===== src/rtl/identifier_pkg.sv =====
// Shared definitions for the identifier register map and the scanner that reads it.
package identifier_pkg;

    localparam logic [7:0] ADDR_HASH    = 8'h00;
    localparam logic [7:0] ADDR_NAME0   = 8'h04;
    localparam logic [7:0] ADDR_NAME1   = 8'h08;
    localparam logic [7:0] ADDR_NAME2   = 8'h0C;
    localparam logic [7:0] ADDR_NAME3   = 8'h10;
    localparam logic [7:0] ADDR_VERSION = 8'h14;

    localparam int unsigned NUM_REGS = 6;

    localparam logic [1:0] RESP_OKAY   = 2'b00;
    localparam logic [1:0] RESP_SLVERR = 2'b10;

    typedef enum logic [1:0] {
        ST_IDLE,
        ST_AR,
        ST_R
    } scan_state_t;

    function automatic logic [7:0] reg_addr(input logic [7:0] base, input logic [2:0] idx);
        logic [7:0] off;
        case (idx)
            3'd0:    off = ADDR_HASH;
            3'd1:    off = ADDR_NAME0;
            3'd2:    off = ADDR_NAME1;
            3'd3:    off = ADDR_NAME2;
            3'd4:    off = ADDR_NAME3;
            3'd5:    off = ADDR_VERSION;
            default: off = ADDR_HASH;
        endcase
        return base + off;
    endfunction

endpackage


===== src/rtl/identifier_scanner.sv =====
// AXI4-Lite read master that walks the six identifier registers once per start
// pulse and holds the results on registered parallel outputs.
module identifier_scanner
    import identifier_pkg::*;
#(
    parameter int unsigned TIMEOUT_CYCLES = 1024,
    parameter logic [7:0]  BASE_ADDR      = 8'h00
) (
    input  logic         aclk,
    input  logic         areset,
    input  logic         start,
    output logic         busy,
    output logic         done,
    output logic         error,
    output logic         id_valid,
    output logic [31:0]  id_hash,
    output logic [127:0] id_name,
    output logic [15:0]  id_major,
    output logic [15:0]  id_minor,
    output logic         m_arvalid,
    input  logic         m_arready,
    output logic [7:0]   m_araddr,
    input  logic         m_rvalid,
    output logic         m_rready,
    input  logic [31:0]  m_rdata,
    input  logic [1:0]   m_rresp
);

    localparam int unsigned      CNT_W   = $clog2(TIMEOUT_CYCLES);
    localparam logic [CNT_W-1:0] CNT_MAX = CNT_W'(TIMEOUT_CYCLES - 1);
    localparam logic [2:0]       IDX_LAST = 3'(NUM_REGS - 1);

    scan_state_t      r_state;
    logic [2:0]       r_idx;
    logic [CNT_W-1:0] r_cnt;
    logic             r_busy;
    logic             r_done;
    logic             r_error;
    logic             r_valid;
    logic             r_arvalid;
    logic             r_rready;
    logic [7:0]       r_araddr;
    logic [31:0]      r_hash;
    logic [127:0]     r_name;
    logic [15:0]      r_major;
    logic [15:0]      r_minor;

    logic             w_timeout;
    logic             w_fail;

    assign w_timeout = (r_cnt == CNT_MAX);

    // Any abort (bad response or expired wait) funnels through one path back to IDLE.
    assign w_fail = ((r_state == ST_AR) && !m_arready && w_timeout) ||
                    ((r_state == ST_R)  && (m_rvalid ? (m_rresp != RESP_OKAY) : w_timeout));

    always_ff @(posedge aclk or posedge areset) begin
        if (areset) begin
            r_state   <= ST_IDLE;
            r_idx     <= '0;
            r_cnt     <= '0;
            r_busy    <= 1'b0;
            r_done    <= 1'b0;
            r_error   <= 1'b0;
            r_valid   <= 1'b0;
            r_arvalid <= 1'b0;
            r_rready  <= 1'b1;
            r_araddr  <= BASE_ADDR;
            r_hash    <= '0;
            r_name    <= '0;
            r_major   <= '0;
            r_minor   <= '0;
        end else begin
            r_done  <= 1'b0;
            r_error <= 1'b0;
            if (w_fail) begin
                r_state   <= ST_IDLE;
                r_busy    <= 1'b0;
                r_done    <= 1'b1;
                r_error   <= 1'b1;
                r_valid   <= 1'b0;
                r_arvalid <= 1'b0;
                r_rready  <= 1'b1;
            end else begin
                case (r_state)
                    ST_IDLE: begin
                        // A start landing on the done cycle is deliberately dropped.
                        if (start && !r_done) begin
                            r_state   <= ST_AR;
                            r_idx     <= '0;
                            r_cnt     <= '0;
                            r_busy    <= 1'b1;
                            r_valid   <= 1'b0;
                            r_arvalid <= 1'b1;
                            r_rready  <= 1'b0;
                            r_araddr  <= reg_addr(BASE_ADDR, 3'd0);
                        end
                    end
                    ST_AR: begin
                        if (m_arready) begin
                            r_state   <= ST_R;
                            r_cnt     <= '0;
                            r_arvalid <= 1'b0;
                            r_rready  <= 1'b1;
                        end else begin
                            r_cnt <= r_cnt + CNT_W'(1);
                        end
                    end
                    ST_R: begin
                        if (m_rvalid) begin
                            case (r_idx)
                                3'd0:    r_hash          <= m_rdata;
                                3'd1:    r_name[31:0]    <= m_rdata;
                                3'd2:    r_name[63:32]   <= m_rdata;
                                3'd3:    r_name[95:64]   <= m_rdata;
                                3'd4:    r_name[127:96]  <= m_rdata;
                                3'd5:    {r_major, r_minor} <= m_rdata;
                                default: ;
                            endcase
                            if (r_idx == IDX_LAST) begin
                                r_state <= ST_IDLE;
                                r_busy  <= 1'b0;
                                r_done  <= 1'b1;
                                r_valid <= 1'b1;
                            end else begin
                                r_state   <= ST_AR;
                                r_idx     <= r_idx + 3'd1;
                                r_cnt     <= '0;
                                r_arvalid <= 1'b1;
                                r_rready  <= 1'b0;
                                r_araddr  <= reg_addr(BASE_ADDR, r_idx + 3'd1);
                            end
                        end else begin
                            r_cnt <= r_cnt + CNT_W'(1);
                        end
                    end
                    default: r_state <= ST_IDLE;
                endcase
            end
        end
    end

    assign busy      = r_busy;
    assign done      = r_done;
    assign error     = r_error;
    assign id_valid  = r_valid;
    assign id_hash   = r_hash;
    assign id_name   = r_name;
    assign id_major  = r_major;
    assign id_minor  = r_minor;
    assign m_arvalid = r_arvalid;
    assign m_araddr  = r_araddr;
    assign m_rready  = r_rready;

endmodule


===== config.mk =====
export PLATFORM = sky130hd
export DESIGN_NAME = identifier_scanner
export DESIGN_NICKNAME = d
export VERILOG_FILES = /design/src/rtl/identifier_pkg.sv /design/src/rtl/identifier_scanner.sv
export SDC_FILE = /design/constraint.sdc
export NUM_CORES = 1
export LEC_CHECK = 0
export ABC_AREA = 1
export BUFFER_PORTS_ARGS = -buffer_cell sky130_fd_sc_hd__buf_2
export CELL_PAD_IN_SITES_DETAIL_PLACEMENT = 0
export CELL_PAD_IN_SITES_GLOBAL_PLACEMENT = 1
export CORE_ASPECT_RATIO = 0.8
export CORE_MARGIN = 2
export CORE_UTILIZATION = 30
export CTS_CLUSTER_SIZE = 30
export DETAILED_ROUTE_END_ITERATION = 8
export PLACE_DENSITY = 0.66
export SYNTH_ARGS = -nofsm -noshare
export SYNTH_HDL_FRONTEND = slang
export SYNTH_SLANG_ARGS = --single-unit

===== constraint.sdc =====
create_clock -name aclk -period 5.7 [get_ports aclk]
set_input_delay 0.285 -clock aclk [delete_from_list [all_inputs] [get_ports aclk]]
set_output_delay 0.285 -clock aclk [all_outputs]
set_load 0.005 [all_outputs]

### Yosys cells after proc, flatten, opt, wreduce, memory -nomap -nowiden

Cells that the tools add are included.

| cells by class | value |
|---|---|
| add/subtract/negate cells | 2 |
| equality and inequality tests | 22 |
| multiplexer cells | 46 |
| bitwise operators | 1 |
| reduce and logical (&&, ||, !) cells | 25 |

Operators with widths:

| operator | count |
|---|---|
| $mux W10 | 4 |
| $reduce_and A4 Y1 | 8 |
| $pmux W10 S3 | 1 |
| $pmux W5 S5 | 1 |
| $mux W8 | 3 |
| $mux W1 | 23 |
| $pmux W8 S2 | 1 |
| $ne A3 B3 Y1 const B | 5 |
| $eq A3 B2 Y1 const B | 4 |
| $eq A3 B3 Y1 const B | 4 |
| $add A10 B1 Y10 const B | 1 |
| $eq A10 B10 Y1 const B | 1 |
| $reduce_and A5 Y1 | 2 |
| $mux W3 | 3 |
| $mux W2 | 4 |
| $eq A3 B1 Y1 const B | 2 |
| $ne A2 B2 Y1 const B | 3 |
| $pmux W1 S3 | 2 |
| $pmux W2 S3 | 1 |
| $pmux W3 S2 | 1 |
| $reduce_bool A3 Y1 | 2 |
| $logic_and A1 B1 Y1 | 4 |
| $pmux W1 S2 | 2 |
| $reduce_bool A2 Y1 | 2 |
| other kinds (11) | 12 |

| word-level totals | value |
|---|---|
| register bits after elaboration | 221 |
| output and inout bits | 206 |
| logic and storage cells | 113 |

### Depth between registers and ports, before layout

Gate-level depths: netlist of the first run.

| depth | value |
|---|---|
| depth in word-level cells | 6 |
| depth in mapped cells | 11 |

### Worst setup path after synthesis of the first run

OpenSTA, ideal clock, no wires.

| timing | value |
|---|---|
| path type | register -> register |
| start point | register r_cnt[0] |
| end point | register r_hash[8] (netlist: id_hash[8]) |
| arrival time | 1,631 ps |
| required time | 5,576 ps |
| path slack | 3,946 ps |
| stages on the path, launching flop included | 11 |
| buffers on the path | 1 |
| path through | dfrtp_1 ha_1 nand2_2 nor2_4 nand4_2 nand2_4 nor2_8 nand3_4 buf_6 nand2_1 o21ai_1 |

| between the ends | value |
|---|---|
| word-level cells in the longest chain between the ends | 6 |
| elaborated cells between the ends (all ways) | 7 |
| classes of those cells | 1 x eq/ne; 1 x mux; 1 x bitwise; 4 x reduce/logical |

RTL lines:

| item | line | text |
|---|---|---|
| start, declared | identifier_scanner.sv:35 | `logic [CNT_W-1:0] r_cnt;` |
| start signal, assigned | identifier_scanner.sv:106 | `r_cnt <= r_cnt + CNT_W'(1);` |
| start signal, assigned | identifier_scanner.sv:134 | `r_cnt <= r_cnt + CNT_W'(1);` |
| $eq A10 B10 Y1 (*) | identifier_scanner.sv:51 | `assign w_timeout = (r_cnt == CNT_MAX);` |
| $mux W1 | identifier_scanner.sv:55 | `((r_state == ST_R) && (m_rvalid ? (m_rresp != RESP_OKAY) : w_timeout));` |
| $logic_and A1 B1 Y1 | identifier_scanner.sv:55 |  |
| $logic_or A1 B1 Y1 (*) | identifier_scanner.sv:54 | `assign w_fail = ((r_state == ST_AR) && !m_arready && w_timeout) \|\|` |
| via w_fail | identifier_scanner.sv:49 | `logic w_fail;` |
| $not A1 Y1 (no source line) (*) | - |  |
| $reduce_and A4 Y1 (no source line) (*) | - |  |
| end signal, assigned | identifier_scanner.sv:112 | `3'd0: r_hash <= m_rdata;` |
| end, declared | identifier_scanner.sv:43 | `logic [31:0] r_hash;` |

Mark *: on every way through the listed nets, which the timed path passes. The rest lies on a longest branch.
A chain may end at the register's enable or synchronous reset.

### Final worst setup path of the first run

| timing | value |
|---|---|
| start point | register r_state[0] |
| end point | register r_name[16] (netlist: id_name[16]) |

| between the ends | value |
|---|---|
| word-level cells in the longest chain between the ends | 6 |
| elaborated cells between the ends (all ways) | 8 |
| classes of those cells | 2 x eq/ne; 1 x bitwise; 5 x reduce/logical |

RTL lines:

| item | line | text |
|---|---|---|
| start, declared | identifier_scanner.sv:33 | `scan_state_t r_state;` |
| start signal, assigned | identifier_scanner.sv:59 | `r_state <= ST_IDLE;` |
| start signal, assigned | identifier_scanner.sv:77 | `r_state <= ST_IDLE;` |
| start signal, assigned | identifier_scanner.sv:89 | `r_state <= ST_AR;` |
| $eq A2 B1 Y1 | identifier_scanner.sv:54 |  |
| $logic_and A1 B1 Y1 (2 in a row) | identifier_scanner.sv:54 |  |
| $logic_or A1 B1 Y1 | identifier_scanner.sv:54 |  |
| $not A1 Y1 (no source line) | - |  |
| $reduce_and A4 Y1 (no source line) (*) | - |  |
| end signal, assigned | identifier_scanner.sv:113 | `3'd1: r_name[31:0] <= m_rdata;` |
| end, declared | identifier_scanner.sv:44 | `logic [127:0] r_name;` |

Every way passes the cells marked *; elsewhere a longest branch is shown, timed or not.

==> results.toml, run 1 <==
[clocking]
ctsResizeCount = 0
clk_latency_ns = 0.51
cts_hold_buffers = 1
cts_num_sinks = 216
clock_path_buffers = 3
h-tree-depth = 1
cts_tree = "done"
cts_buffers = 24
path_clk_slew_ns = 0.06
cts_setup_buffers = 0
cts_root_buf = "clkbuf_16"

[place]
hpwl_mm = 15.61
gp_congestion = 0.7818
dp_cells = 1454
dpl-instance-area_um2 = 10040
io_buffers = 239

[route]
antenna_left = 0
drc = 0
post_drt_wl_per_cell_um = 15.95
firstDrtPassIters = 4
drt-initial-drc-count = 266
drt_wl_total_mm = 23.87
vias_per_cell = 4.559
vias = 6820

[synth]
synthesis.area_um2 = 8663
synth_top_area_cell = "dfrtp_1"
yosysSeqAreaShare_pct = 62.41
synth_area_leaders = "dfrtp_1 (62%), nand2_1 (11%), o21ai_1 (8.6%)"
yosysUniqueCellTypes = 30
syn-mean-instance-area_um2 = 9.811
synthCells = 883
synth_edf_count = 0
synth.top_cell.area_share_pct = 62.10
ys_ff_latch = 216
synthTopCellsByCount = "nand2_1 (252), dfrtp_1 (215), o21ai_1 (149), inv_1 (67), o21ai_0 (53)"
synth_ff_type = "dfrtp_1"
yosysMostFrequentCell = "nand2_1"
synthArstFlopShare_pct = 100.0
ys_warn_count = 0

[sta]
tns_ns = 0
max_freq_ghz = 0.3444
min_period_over_period_pct = 50.94
timing.hold.ws_ns = 0.1113
worstMarginPinSlew_ns = 0.8497
fin_skew_ns = 0.01625
worst_slew_margin_rel_pct = 43.36
setup_violations = 0
period_minus_slack_ns = 2.903
hold_viol = 0
final_max_slew_viol_count = 0
rsz0062_at_grt = "no"

[setup_path]
critPathKind = "reg2reg"
crit_fanout = 64
critPathCaptureType = "flip-flop"
crit_arrival_ns = 3.27
cp-start-kind = "flip-flop"
critPathRequiredTime_ns = 6.07

[layout]
seqCellArea_um2 = 5406
multiInputGateArea_um2 = 2676
nets = 1161
n_fill_cell = 2923
syn_to_final_growth_pct = 24.91
drive_gt1_share_pct = 26.29
final_area_um2 = 10820
insertedDiodeCount = 0
final_cells = 1496

[pwr]
powerDensity_nw_per_um2 = 444.9
leakagePower_uw = 0.005843
vdd_ir_drop_max_mv = 0.2042

[global_routing]
first_global_vias = 6359
grtUsageTotal_pct = 15.46
grt_pass1_wl_mm = 37.53
grt_max_degree = 129
grt_overflow = 0
grt_antenna_before_repair = 0

[die]
die_area_um2 = 30260
start_util_pct = 30.56
dieWidth_um = 194.0
die_y_um = 156.0
core_um2 = 28350
io_pins = 245
rows = 55

[run_status]
status = "finished clean"

[job]
drv_cap = 0

[hold_path]
min-delay-path-class = "in2reg"
cell families after synthesis:
logic type	count (synthesis)	synth area share, %
simple gates	321	16.16
compound gates	219	12.82
flops	216	62.41
buf+inv	114	6.875
fa+ha+maj	11	1.589
xor+xnor	1	0.1011
other cells	1	0.04329
where the power goes:
part / switching [uW] / internal [uW] / total [uW]
clock network: 607 / 896 / 1500
logic: 699 / 496 / 1200
registers: 206 / 1910 / 2120
worst paths after layout:
| kind | endpoint | depth (start not counted) | start | slack [ns] |
|---|---|---|---|---|
| setup / recovery | id_name[16] | 7 | r_state[0] | 2.80 |
| hold / removal | id_name[50] | 3 | m_rdata[18] | 0.11 |
| setup reg to reg | id_name[16] | 7 | r_state[0] | 2.80 |
| hold reg to reg | id_valid | 2 | id_valid | 0.47 |
| max in group asynchronous | id_name[36] | 4 | areset | 3.99 |
| min in group asynchronous | id_name[61] | 3 | areset | 0.49 |
stage by stage:
stage          worst slack [ns]  power, uW  util [%]
4_1_cts                   2.762       4888     38.17
3_5_place_dp              2.793       3349     35.41
2_1_floorplan             2.604       2761         -
6_report                  2.797       4814     38.17
3_3_place_gp              2.865       3331     35.41
5_1_grt                   2.525       5137     38.17
cells in the final DEF, fill, tap and decap left out:
cell / n
a21o_1: 1
a21oi_1: 9
and2b_1: 1
buf_12: 1
buf_2: 239
buf_4: 2
bufinv_16: 1
clkbuf_1: 5
clkbuf_16: 24
clkbuf_8: 6
clkinv_2: 3
clkinv_4: 1
clkinv_8: 1
clkinvlp_4: 1
conb_1: 5
dfrtp_1: 215
dfstp_2: 1
dlygate4sd3_1: 1
ha_1: 11
inv_1: 66
inv_2: 2
nand2_1: 252
nand2_2: 3
nand2_4: 3
nand3_1: 24
nand3_4: 4
nand3b_1: 1
nand4_1: 11
nand4_2: 1
nor2_1: 14
nor2_4: 2
nor2_8: 1
nor3_1: 4
o21ai_0: 53
o21ai_1: 149
o21bai_1: 3
o22ai_1: 4
xor2_1: 1
layout make-up:
class / count / share of cell area, %
clock buffer: 35 / 6.486
sequential: 216 / 49.96
clock inverter: 6 / 0.6475
multi-input combinational: 557 / 24.73
timing repair buffer: 243 / 11.47
tap: 370 / 4.278
inverter: 69 / 2.428
critical path, stage by stage, from the launching register on:
cell and delay, ns:
dfrtp_1 0.41, inv_1 0.09, ha_1 0.53, inv_1 0.19
nor2_1 0.45, nand3_4 0.71, nand2_1 0.26, o21ai_1 0.09
state kept, by name, summed over array words and instances (netlist names):
signal	cells
busy	1
done	1
error	1
id_hash	32
id_major	16
id_minor	16
id_name	128
id_valid	1
m_araddr	3
m_arvalid	1
m_rready	1
r_cnt	10
r_idx	3
r_state	2
per-layer routing:
metal | part of all wire (%) | vias up | GRT usage, % | wire [um]
met3 | 7.3 | 37 | 3.934 | 1742
met4 | 2.9 | 0 | 4.545 | 682
li1 | - | 3344 | - | -
met5 | 0 | - | 0 | 0
met1 | 49 | 3222 | 23.02 | 11670
met2 | 41 | 217 | 21.98 | 9774
No activity file was read; power rests on OpenSTA's default activity.
==> inputs of run 2 (changes only) <==
- clock period: 5.7 -> 2.59 ns (I/O delays scaled with it)
==> run 2 against run 1 <==
Against the previous run:
- worst hold slack got worse by 0.098 ns
- register-to-register slack got worse by 2.4 ns
- clock skew fell by 0.0046 ns
- first-iteration DRC count rose by 65%
- final cell count rose by 3.3%
- die area did not move
- sequential share of layout area fell by 2.7 points
- design area rose by 5.7%
- via count rose by 1.2%
- flip-flop and latch count did not move
- critical path type unchanged
- largest power group unchanged
- highest routed layer unchanged
==> results.toml, run 2 (same netlist as run 1, synthesis figures left out) <==
[setup_path]
crit_arrival_ns = 2.61
crit_fanout = 22
rr_worst_depth = 10
critPathRequiredTime_ns = 2.98
critPathCaptureType = "flip-flop"
cp-start-kind = "flip-flop"
critPathKind = "reg2reg"

[run_status]
status = "finished clean"

[route]
firstDrtPassIters = 6
vias_per_cell = 4.464
vias = 6902
drt_wl_total_mm = 24.71
post_drt_wl_per_cell_um = 15.98
antenna_left = 0
drt-initial-drc-count = 439
drc = 0

[layout]
drive_gt1_share_pct = 26.87
final_core_util_pct = 40.33
insertedDiodeCount = 0
layout_commonest_cell = "nand2_1"
nets = 1209
syn_to_final_growth_pct = 31.98
n_fill_cell = 2877
largest_register_ffs = 128
final_cell_mix = "nand2_1 (252), buf_2 (239), dfrtp_1 (215), o21ai_1 (149), inv_1 (66)"

[pwr]
p_total_uw = 10930
powerDensity_nw_per_um2 = 956.0
vdd_ir_drop_max_mv = 0.5746
leakagePower_uw = 0.006138

[sta]
setup_violations = 0
period_minus_slack_ns = 2.224
max_freq_ghz = 0.4496
worst_slew_margin_rel_pct = 55.74
hold_viol = 0
min_period_over_period_pct = 85.87
fin_skew_ns = 0.01163
worstMarginPinSlew_ns = 0.6640
rsz0062_at_grt = "no"
final_max_slew_viol_count = 0

[global_routing]
first_global_vias = 6569
grt_antenna_before_repair = 0
grt_overflow = 0
grt_max_degree = 121
grtUsageTotal_pct = 16.12
grt_pass1_wl_mm = 39.10

[clocking]
clock_path_buffers = 3
cts_setup_buffers = 0
cts_tree = "done"
cts_num_sinks = 216
h-tree-depth = 1
cts_buffers = 24
clk_latency_ns = 0.51
path_clk_slew_ns = 0.06
ctsResizeCount = 0
cts_root_buf = "clkbuf_16"

[die]
io_pins = 245
die_area_um2 = 30260
start_util_pct = 30.56
core_um2 = 28350
dieWidth_um = 194.0
rows = 55
die_y_um = 156.0

[hold_path]
whs_path_depth = 3
min-delay-path-class = "in2reg"

[place]
io_buffers = 239
gp_congestion = 0.7637
hpwl_mm = 17.04

[job]
drv_cap = 0
## run 2: changes by cell type in the layout (fill, tap and decap cells not counted)
cell and change:
dlygate4sd3_1 +30, buf_12 +10, buf_4 +8, bufinv_16 +2, clkbuf_8 -2, clkinv_2 +2, clkbuf_16 +1, clkinv_8 -1
## run 2: cell type report
class                           instances  area, um2  area share, %
Clock buffer                           34      699.4          6.117
Clock inverter                          9      123.9          1.083
Inverter                               69      262.8          2.298
Multi-Input combinational cell        557       2676          23.41
Sequential cell                       216       5406          47.29
Tap cell                              370      462.9          4.049
Timing Repair Buffer                  291       1802          15.76
## run 2: worst paths after layout
kind / from / end / slack, ns
worst max register to register: r_state[0] / id_name[15] / 0.37
worst min-delay path: m_rdata[14] / id_name[78] / 0.01
worst min register to register: id_major[1] / id_major[1] / 0.48
min in group asynchronous: areset / id_name[93] / 0.32
worst max-delay path: r_state[0] / id_name[15] / 0.37
max in group asynchronous: areset / id_minor[14] / 1.70
## run 2: metrics by stage
step                hold WS (ns)  instance area, um2  TNS (ns)  std cells  setup slack [ns]
finish                   0.01320               11430         0       1546            0.3659
global route             0.02409               11430         0       1546            0.1329
CTS                     0.002761               11430         0       1546            0.3300
detailed placement        0.3607               10300         0       1472            0.3431
global placement          0.3631               10300         0       1472            0.4359
floorplan                 0.3445                8682    -75.43        887           -0.3508
## run 2: power breakdown
group          switching, uW  leakage [uW]  internal (uW)
clock                   1360      0.000409           2170
combinational           1540       0.00281           1200
sequential               463       0.00292           4200
total                   3360       0.00614           7570
## run 2: critical path, stage by stage (launching register included)
cell,delay [ns]
dfrtp_1,0.39
inv_1,0.08
ha_1,0.25
nand2_1,0.11
o21bai_1,0.17
nand2_4,0.15
nor2_8,0.23
nand3_4,0.32
buf_12,0.27
nand2_1,0.07
o21ai_1,0.06
## run 2: what timing repair did
item,4_1_cts,5_1_grt
hold endpoints to repair,354,0
hold buffers,31,0
setup endpoints to repair,0,0
## run 2: routing by layer
metal / share of wire (%) / GRT usage (%) / vias up / wire length, um
li1: - / - / 3434 / -
met3: 6.2 / 3.199 / 29 / 1522
met4: 2.1 / 3.896 / 0 / 526
met1: 51 / 24.98 / 3229 / 12560
met2: 41 / 22.83 / 210 / 10100
met5: 0 / 0 / - / 0
==> inputs of run 3 (changes only) <==
- PLACE_DENSITY: 0.66 -> 0.64
- clock period: 2.59 -> 2.5 ns (I/O delays scaled with it)
==> run 3 against run 2 <==
Against the previous run:
- clock power about the same
- critical path depth unchanged
- worst hold slack worse by 0.0071 ns
- clock skew barely moved
- fmax up 3.2%
- sequential share of layout area shrank 0.27 points
- sequential power grew 4%
- setup slack worse by 0.021 ns
- critical path type unchanged
- register-to-register slack worse by 0.02 ns
- via count barely moved
- largest cell class unchanged
- largest power group unchanged
- flip-flop and latch count is the same
- combinational power increased by 4%
==> results.toml, run 3 (same netlist as run 1, synthesis figures left out) <==
[run_status]
status = "finished clean"

[setup_path]
critPathKind = "reg2reg"
rr_startpoint = "r_state[0]"
cp-start-kind = "flip-flop"
critPathRequiredTime_ns = 2.89
crit_arrival_ns = 2.55
r2r_slack_ns = 0.34
critPathCaptureType = "flip-flop"
regToRegEndpoint = "id_hash[29]"
crit_fanout = 28
rr_worst_depth = 10

[clocking]
cts_root_buf = "clkbuf_16"
cts_num_sinks = 216
cts_hold_buffers = 33
cts_tree = "done"
cts_buffers = 25
clock_path_buffers = 3
h-tree-depth = 1
cts_setup_buffers = 0
path_clk_slew_ns = 0.06
clk_latency_ns = 0.52
ctsResizeCount = 0

[place]
pre_cts_ws_ns = 0.3431
gp_congestion = 0.7953
hpwl_mm = 17.28
io_buffers = 239
dpl-instance-area_um2 = 10360

[layout]
largest_register_ffs = 128
insertedDiodeCount = 0
final_area_um2 = 11500
syn_to_final_growth_pct = 32.74
nets = 1217
drive_gt1_share_pct = 27.17
final_cell_mix = "nand2_1 (252), buf_2 (239), dfrtp_1 (215), o21ai_1 (149), inv_1 (66)"
n_fill_cell = 2864
layout_commonest_cell = "nand2_1"

[route]
drt-initial-drc-count = 377
vias_per_cell = 4.440
firstDrtPassIters = 5
post_drt_wl_per_cell_um = 15.93
drc = 0
drt_wl_total_mm = 24.77
vias = 6904
antenna_left = 0

[global_routing]
grt_pass1_wl_mm = 39.36
first_global_vias = 6665
grt_overflow = 0
grtUsageTotal_pct = 16.25
grt_antenna_before_repair = 0
grt_max_degree = 72

[sta]
hold_viol = 0
fin_skew_ns = 0.01151
final_max_slew_viol_count = 0
setup_ws_ns = 0.3448
rsz0062_at_grt = "no"
worst_slew_margin_rel_pct = 54.35
max_freq_ghz = 0.4640
min_period_over_period_pct = 86.21
setup_violations = 0
worstMarginPinSlew_ns = 0.6833
period_minus_slack_ns = 2.155
timing.hold.ws_ns = 0.006097

[hold_path]
hold_start = "m_rdata[27]"
whs_path_depth = 3
min-delay-path-class = "in2reg"
hold-path-endpoint = "id_name[91]"

[pwr]
powerDensity_nw_per_um2 = 974.1
vdd_ir_drop_max_mv = 0.5546
p_total_uw = 11200
leakagePower_uw = 0.006166

[die]
io_pins = 245
die_y_um = 156.0
core_um2 = 28350
dieWidth_um = 194.0
start_util_pct = 30.56
rows = 55
die_area_um2 = 30260

[job]
drv_cap = 0
==> run 3: area by class of cell <==
class / count / area [um2] / area share, %
sequential: 216 / 5406 / 47.01
multi-input combinational: 557 / 2676 / 23.27
timing repair buffer: 298 / 1884 / 16.39
clock buffer: 38 / 744.5 / 6.474
tap: 370 / 462.9 / 4.026
inverter: 69 / 262.8 / 2.285
clock inverter: 7 / 62.56 / 0.5440
==> run 3: worst max path at each step <==
stage | slack [ns] | endpoint | startpoint | depth (start not counted)
after detailed placement | 0.34 | id_hash[6] | r_state[0] | 10
after floorplan | -0.44 | busy | areset | 1
after global routing | 0.18 | id_hash[30] | r_state[0] | 11
after CTS | 0.32 | id_hash[29] | r_state[0] | 10
final | 0.34 | id_hash[29] | r_state[0] | 10
after global placement | 0.43 | id_hash[10] | r_cnt[0] | 10
==> run 3: where the power goes <==
part	switching [uW]	internal [uW]	total, uW
Combinational	1590	1250	2840
Sequential	484	4350	4840
Clock	1460	2070	3530
Total	3530	7670	11200
==> run 3: routing by layer <==
metal  global-route usage [%]  share of wire [%]  up-vias
met5                        0                  0        -
li1                         -                  -     3454
met4                    3.535                2.0        0
met3                    3.199                5.4       33
met1                    24.53                 51     3208
met2                    24.00                 42      209
==> run 3: per-stage QoR <==
stage                     util (%)  cells  TNS (ns)
after detailed placement     36.55   1477         0
after global placement       36.55   1477         0
after CTS                    40.56   1555         0
after floorplan                  -    887    -93.81
final                        40.56   1555         0
after global routing         40.56   1555         0
==> run 3: critical path, cell delays in order (launching register included) <==
cell      delay [ns]
dfrtp_1         0.39
inv_1           0.08
ha_1            0.24
nand2_1         0.10
o21bai_1        0.17
nand2_4         0.15
nor2_8          0.24
nand3_4         0.27
buf_12          0.26
nand2_1         0.06
o21ai_1         0.06
